[config.mk]
export PLATFORM = sky130hd
export DESIGN_NAME = cond_pipe_unit
export DESIGN_NICKNAME = d
export VERILOG_FILES = /design/src/rtl/cond_pipe_unit.sv
export SDC_FILE = /design/constraint.sdc
export NUM_CORES = 1
export LEC_CHECK = 0
export ABC_AREA = 1
export BUFFER_PORTS_ARGS = -buffer_cell sky130_fd_sc_hd__buf_2
export CORE_ASPECT_RATIO = 1.2
export CORE_MARGIN = 4
export CORE_UTILIZATION = 50
export DETAILED_ROUTE_END_ITERATION = 7
export PLACE_DENSITY = 0.78
export SETUP_SLACK_MARGIN = 0.1
export SYNTH_ARGS = -nofsm -noshare
export SYNTH_HDL_FRONTEND = slang
export SYNTH_SLANG_ARGS = --single-unit
[constraint.sdc]
create_clock -name clk -period 4.95 [get_ports clk]
set_input_delay 0.495 -clock clk [delete_from_list [all_inputs] [get_ports clk]]
set_output_delay 0.495 -clock clk [all_outputs]
set_load 0.1 [all_outputs]
[src/rtl/cond_pipe_unit.sv]
// rtl/cond_pipe_unit.sv - two-stage pipelined branch-condition unit with sticky flag
// Operands are captured in S1, the taken/not-taken result is registered in S2.
module cond_pipe_unit #(
   parameter int WIDTH     = 8,
   parameter bit FLAG_INIT = 1'b0
) (
   input  logic             clk,
   input  logic             rst_n,
   input  logic             in_valid,
   output logic             in_ready,
   input  logic [7:0]       condition,
   input  logic [WIDTH-1:0] input1,
   input  logic [WIDTH-1:0] input2,
   output logic             out_valid,
   input  logic             out_ready,
   output logic             result,
   output logic             flag
);

   logic             adv;
   logic             s1_valid;
   logic [7:0]       s1_cond;
   logic [WIDTH-1:0] s1_a;
   logic [WIDTH-1:0] s1_b;
   logic             s2_valid;
   logic             s2_res;
   logic             s2_fwd;
   logic             flag_byp;
   logic             raw;
   logic             s1_result;

   assign adv       = !s2_valid | out_ready;
   assign in_ready  = adv;
   assign out_valid = s2_valid;
   assign result    = s2_valid & s2_res;

   // Bypass: when S2 holds a flag-writing entry its result is the newest flag value.
   assign flag_byp = s2_fwd ? s2_res : flag;

   always_comb begin
      raw = 1'b0;
      case (s1_cond[4:0])
         5'd0:    raw = (s1_a == s1_b);
         5'd1:    raw = (s1_a != s1_b);
         5'd2:    raw = (s1_a <  s1_b);
         5'd3:    raw = (s1_a <= s1_b);
         5'd4:    raw = (s1_a >  s1_b);
         5'd5:    raw = (s1_a >= s1_b);
         5'd6:    raw = ($signed(s1_a) <  $signed(s1_b));
         5'd7:    raw = ($signed(s1_a) <= $signed(s1_b));
         5'd8:    raw = ($signed(s1_a) >  $signed(s1_b));
         5'd9:    raw = ($signed(s1_a) >= $signed(s1_b));
         5'd10:   raw = flag_byp;
         default: raw = 1'b0;
      endcase
      // A disabled condition is never taken, whatever the invert bit says.
      s1_result = s1_cond[5] & (raw ^ s1_cond[6]);
   end

   always_ff @(posedge clk or negedge rst_n) begin
      if (!rst_n) begin
         s1_valid <= 1'b0;
         s1_cond  <= 8'd0;
         s1_a     <= '0;
         s1_b     <= '0;
         s2_valid <= 1'b0;
         s2_res   <= 1'b0;
         s2_fwd   <= 1'b0;
         flag     <= FLAG_INIT;
      end else if (adv) begin
         s1_valid <= in_valid;
         s1_cond  <= condition;
         s1_a     <= input1;
         s1_b     <= input2;
         s2_valid <= s1_valid;
         s2_res   <= s1_valid & s1_result;
         s2_fwd   <= s1_valid & s1_cond[7];
         if (s1_valid && s1_cond[7])
            flag <= s1_result;
      end
   end

endmodule

### Word-level counts from Yosys, hierarchy flattened

Cells that the tools add are included.

* $lt $le $gt $ge: 8
* equal/unequal tests: 12
* muxes and demuxes: 2
* bitwise logic cells: 6
* reductions and logical operators: 4

Operators with widths (count)
* equality test 5 x 3 -> 1 bit (second input constant): 4
* >= comparator 8 bit: 2
* greater-than comparator 8 bit: 2
* <= comparator 8 bit: 2
* less-than comparator 8 bit: 2
* equality test 5 x 4 -> 1 bit (second input constant): 3
* one-hot mux 1 bit (11 select lines): 1
* equality test 5 x 2 -> 1 bit (second input constant): 2
* equality test 8 bit: 1
* inequality test 8 bit: 1
* equality test 5 x 1 -> 1 bit (second input constant): 1
* logical NOT 5 bit: 1
* bitwise AND 1 bit: 4
* AND reduction 2 bit: 1
* logical AND 1 bit: 1
* logical NOT 1 bit: 1
* two-way mux 1 bit: 1
* bitwise OR 1 bit: 1
* XOR 1 bit: 1

* register bits: 29
* input bits: 28
* output and inout bits: 4
* word-level logic and storage cells: 40

### Logic depth before layout (Yosys ltp)

* word-level depth: 5
* depth in mapped cells: 19
* gate-level depth less buffers: 19

### Worst setup path after synthesis

OpenSTA, ideal clock, no wires.

* path kind: register -> output
* from: reg s2_valid (netlist: out_valid)
* to: out in_ready
* data arrival time: 2.058 ns
* required time: 4.455 ns
* slack: 2.397 ns
* cell stages (with the launch flop): 5
* cell sequence: dfrtp_1 inv_1 nor2_1 inv_2 clkbuf_1

* cells in the longest elaborated chain, start to end: 2

RTL lines
* start: declaration: line 25 `logic s2_valid;`
* start signal: assignment: line 75 `s2_valid <= s1_valid;`
* logical NOT 1 bit: line 32 `assign adv = !s2_valid | out_ready;`
* bitwise OR 1 bit: line 32
* end: declaration: line 10 `output logic in_ready,`

Every way passes these cells.

### Worst setup path in the final report

Same ends and word-level chain as after synthesis.

==> metrics.md <==
| Metric | Value |
|---|---|
| Status | `complete, no violations` |
| Count of final hold-check violations | `0` |
| Final min period | `2.80 ns` |
| Mean Syn Cell Area | `7.58 um^2` |
| GRT Residual Overflow | `0` |
| Layout cell share with drive strength beyond 1 | `20.0%` |
| CP Max Fanout | `43` |
| WL met3 | `175 um` |
| # Post-CTS Setup Buffers | `0` |
| Final net count | `272` |
| CTS buffer count | `5` |
| Commonest non-fill, non-tap cell in the layout | `nand2_1` |
| Hold Crit Class | `in -> async` |
| Clk slew on worst S/H paths | `0.09 ns` |
| Worst Path Arrival | `2.30 ns` |
| Vias in the first global route | `1,237` |
| Clk_lat worst skew | `0.32 ns` |
| Static leakage | `0.00101 uW` |
| Gate Count Post-Synth | `203` |
| Die Wd | `58.6 um` |
| I/O pins | `32` |
| Post-CTS Hold Buffers | `0` |
| Initial antenna violation count | `0` |
| Final wirelength | `2860 um` |
| Final setup vio count | `0` |
| Number of port buffers | `31` |
| Placed insts | `263` |
| Synth cell types | `19` |
| FMAX | `0.357 GHz` |
| CTS max path bufs | `2` |
| Worst Setup Start Kind | `flop` |
| Filler-free cell count of the finished design | `269` |
| Max Used Layer | `met4` |
| Die H | `68.8 um` |
| Power per cell area | `355 mW/mm^2` |
| Met2 WL | `1430 um` |
| GRT Total Usage | `16.0%` |
| Clk root buf | `clkbuf_4` |
| Antenna-violating nets left | `0` |
| First-pass GRT wire length | `4760 um` |
| Slowest cell on crit path | `nor2_1` |
| Vias/cell | `5.03` |
| Sequential-to-total area share from yosys stat | `47.2%` |
| Routability cong. | `0.877` |
| WP data required | `4.45 ns` |
| Yosys reg bits | `29` |
| Worst Path Buf+Inv | `3` |
| Worst setup EP type | `output pin` |
| Initial DRC Count | `41` |
| Worst path top cell family by delay | `buffers and inverters` |
| Die Area | `0.00403 mm^2` |
| Largest net degree at the start of global routing | `44` |
| Kind of critical path | `reg -> out` |
| HPWL after DPL | `2160 um` |
| CP max stage delay | `0.64 ns` |
| Starting density of the core | `53.7%` |
| Max cap viols | `0` |
| Area Overhead vs Synth | `14.4%` |
| Wire length per cell | `10.6 um` |
| Synth Net Count | `239` |
| Drt pass-1 iters | `4` |
| Post-route clock period utilization | `56.6%` |
| RSZ-0062 raised after global routing | `false` |
| TritonCTS clock tree | `yes` |
| Relative slew slack | `43.1%` |
| Setup tns final | `0 ns` |
| Worst Skew | `0.00780 ns` |
| Core ar. | `0.00286 mm^2` |
| Yosys warns | `0` |
| Post_cts resized | `0` |
| Most frequent cells in the layout | `nand2_1 (79), buf_2 (31), dfrtp_1 (29), inv_1 (26), o21ai_0 (17)` |
| Row count | `21` |
| Clk sinks | `29` |
| DRC Markers | `0` |
| Slew @ Worst Pin | `0.850 ns` |
| Via Count | `1,353` |
| Pins Over Slew Limit | `0` |
| Number of diodes | `0` |
| CTS H-tree lvls | `2` |
| Maximum VDD drop | `242 uV` |
| Met1 Wirelength | `1200 um` |
| Cells along the critical path | `inv_1, nor2_1, inv_2, buf_2` |
| Synth Cell Area | `0.00154 mm^2` |
==> metrics by stage <==
stage                     setup slack, ns  utilization (%)  power, uW  cell area, um^2  hold WS, ns
after CTS                            2.15             61.5        633             1760        0.192
after floorplan                      2.40                -        458             1540        0.199
final                                2.15             61.5        625             1760        0.184
after global routing                 1.86             61.5        674             1760        0.212
after detailed placement             2.28             60.0        506             1720        0.469
after global placement               2.35             60.0        499             1720        0.459
==> power breakdown <==
group | switching (uW) | total, uW | internal (uW)
Sequential | 19.9 | 290 | 270
Combinational | 148 | 211 | 62.9
Clock | 76.1 | 125 | 49.1
Total | 244 | 625 | 382
==> final cells by class <==
cell class	count	area (um^2)
repair buffers	31	155
inverters	27	101
well taps	34	42.5
clock inverters	1	5.00
flip-flops and latches	29	726
fillers	280	1100
multi-input cells	142	693
clock buffers	5	37.5
==> cell usage after synthesis <==
cell,instances,share of area [%]
nand2_1,79,19
dfrtp_1,29,47
inv_1,26,6.3
o21ai_0,17,5.5
nand3_1,10,3.3
ha_1,8,6.5
nor2_1,8,2.0
clkbuf_1,5,1.2
nand2_2,5,2.0
a21oi_1,3,0.98
nand4_1,3,1.2
nor2_2,2,0.81
nor2_4,2,1.5
a21o_1,1,0.49
inv_2,1,0.24
nor3_1,1,0.32
nor4_1,1,0.41
o211ai_1,1,0.49
o21ai_1,1,0.32
==> state kept, by name (all words and copies together) (netlist names) <==
signal,count
out_valid,1
flag,1
s2_fwd,1
s1_a,8
s1_b,8
s1_cond,8
s1_valid,1
s2_res,1
==> routing by layer <==
metal  GRT usage (%)  up-vias
met3            6.33        6
met1            16.6      620
met4            5.95        0
met2            29.1       30
li1                -      697
met5               0        -
==> path summary, 6_finish.rpt <==
check,startpoint,to,slack [ns],depth (start not counted)
max reg2reg,out_valid,s1_cond[3],2.98,4
max,out_valid,in_ready,2.15,4
min reg2reg,s1_valid,out_valid,0.48,2
max in group asynchronous,rst_n,s1_b[5],4.36,1
min,rst_n,s1_cond[6],0.18,1
min in group clk,condition[7],s1_cond[7],0.36,3
==> cells by family (layout without fill, tap and decap cells) <==
kind of cell    Yosys count  in the layout  share of synthesized area (%)
simple gates            111            111                           30.7
flops                    29             29                           47.2
buf+inv                  32             64                           7.80
fa+ha+maj                 8              8                           6.50
compound gates           23             23                           7.80
No activity file was read; power rests on OpenSTA's default activity.
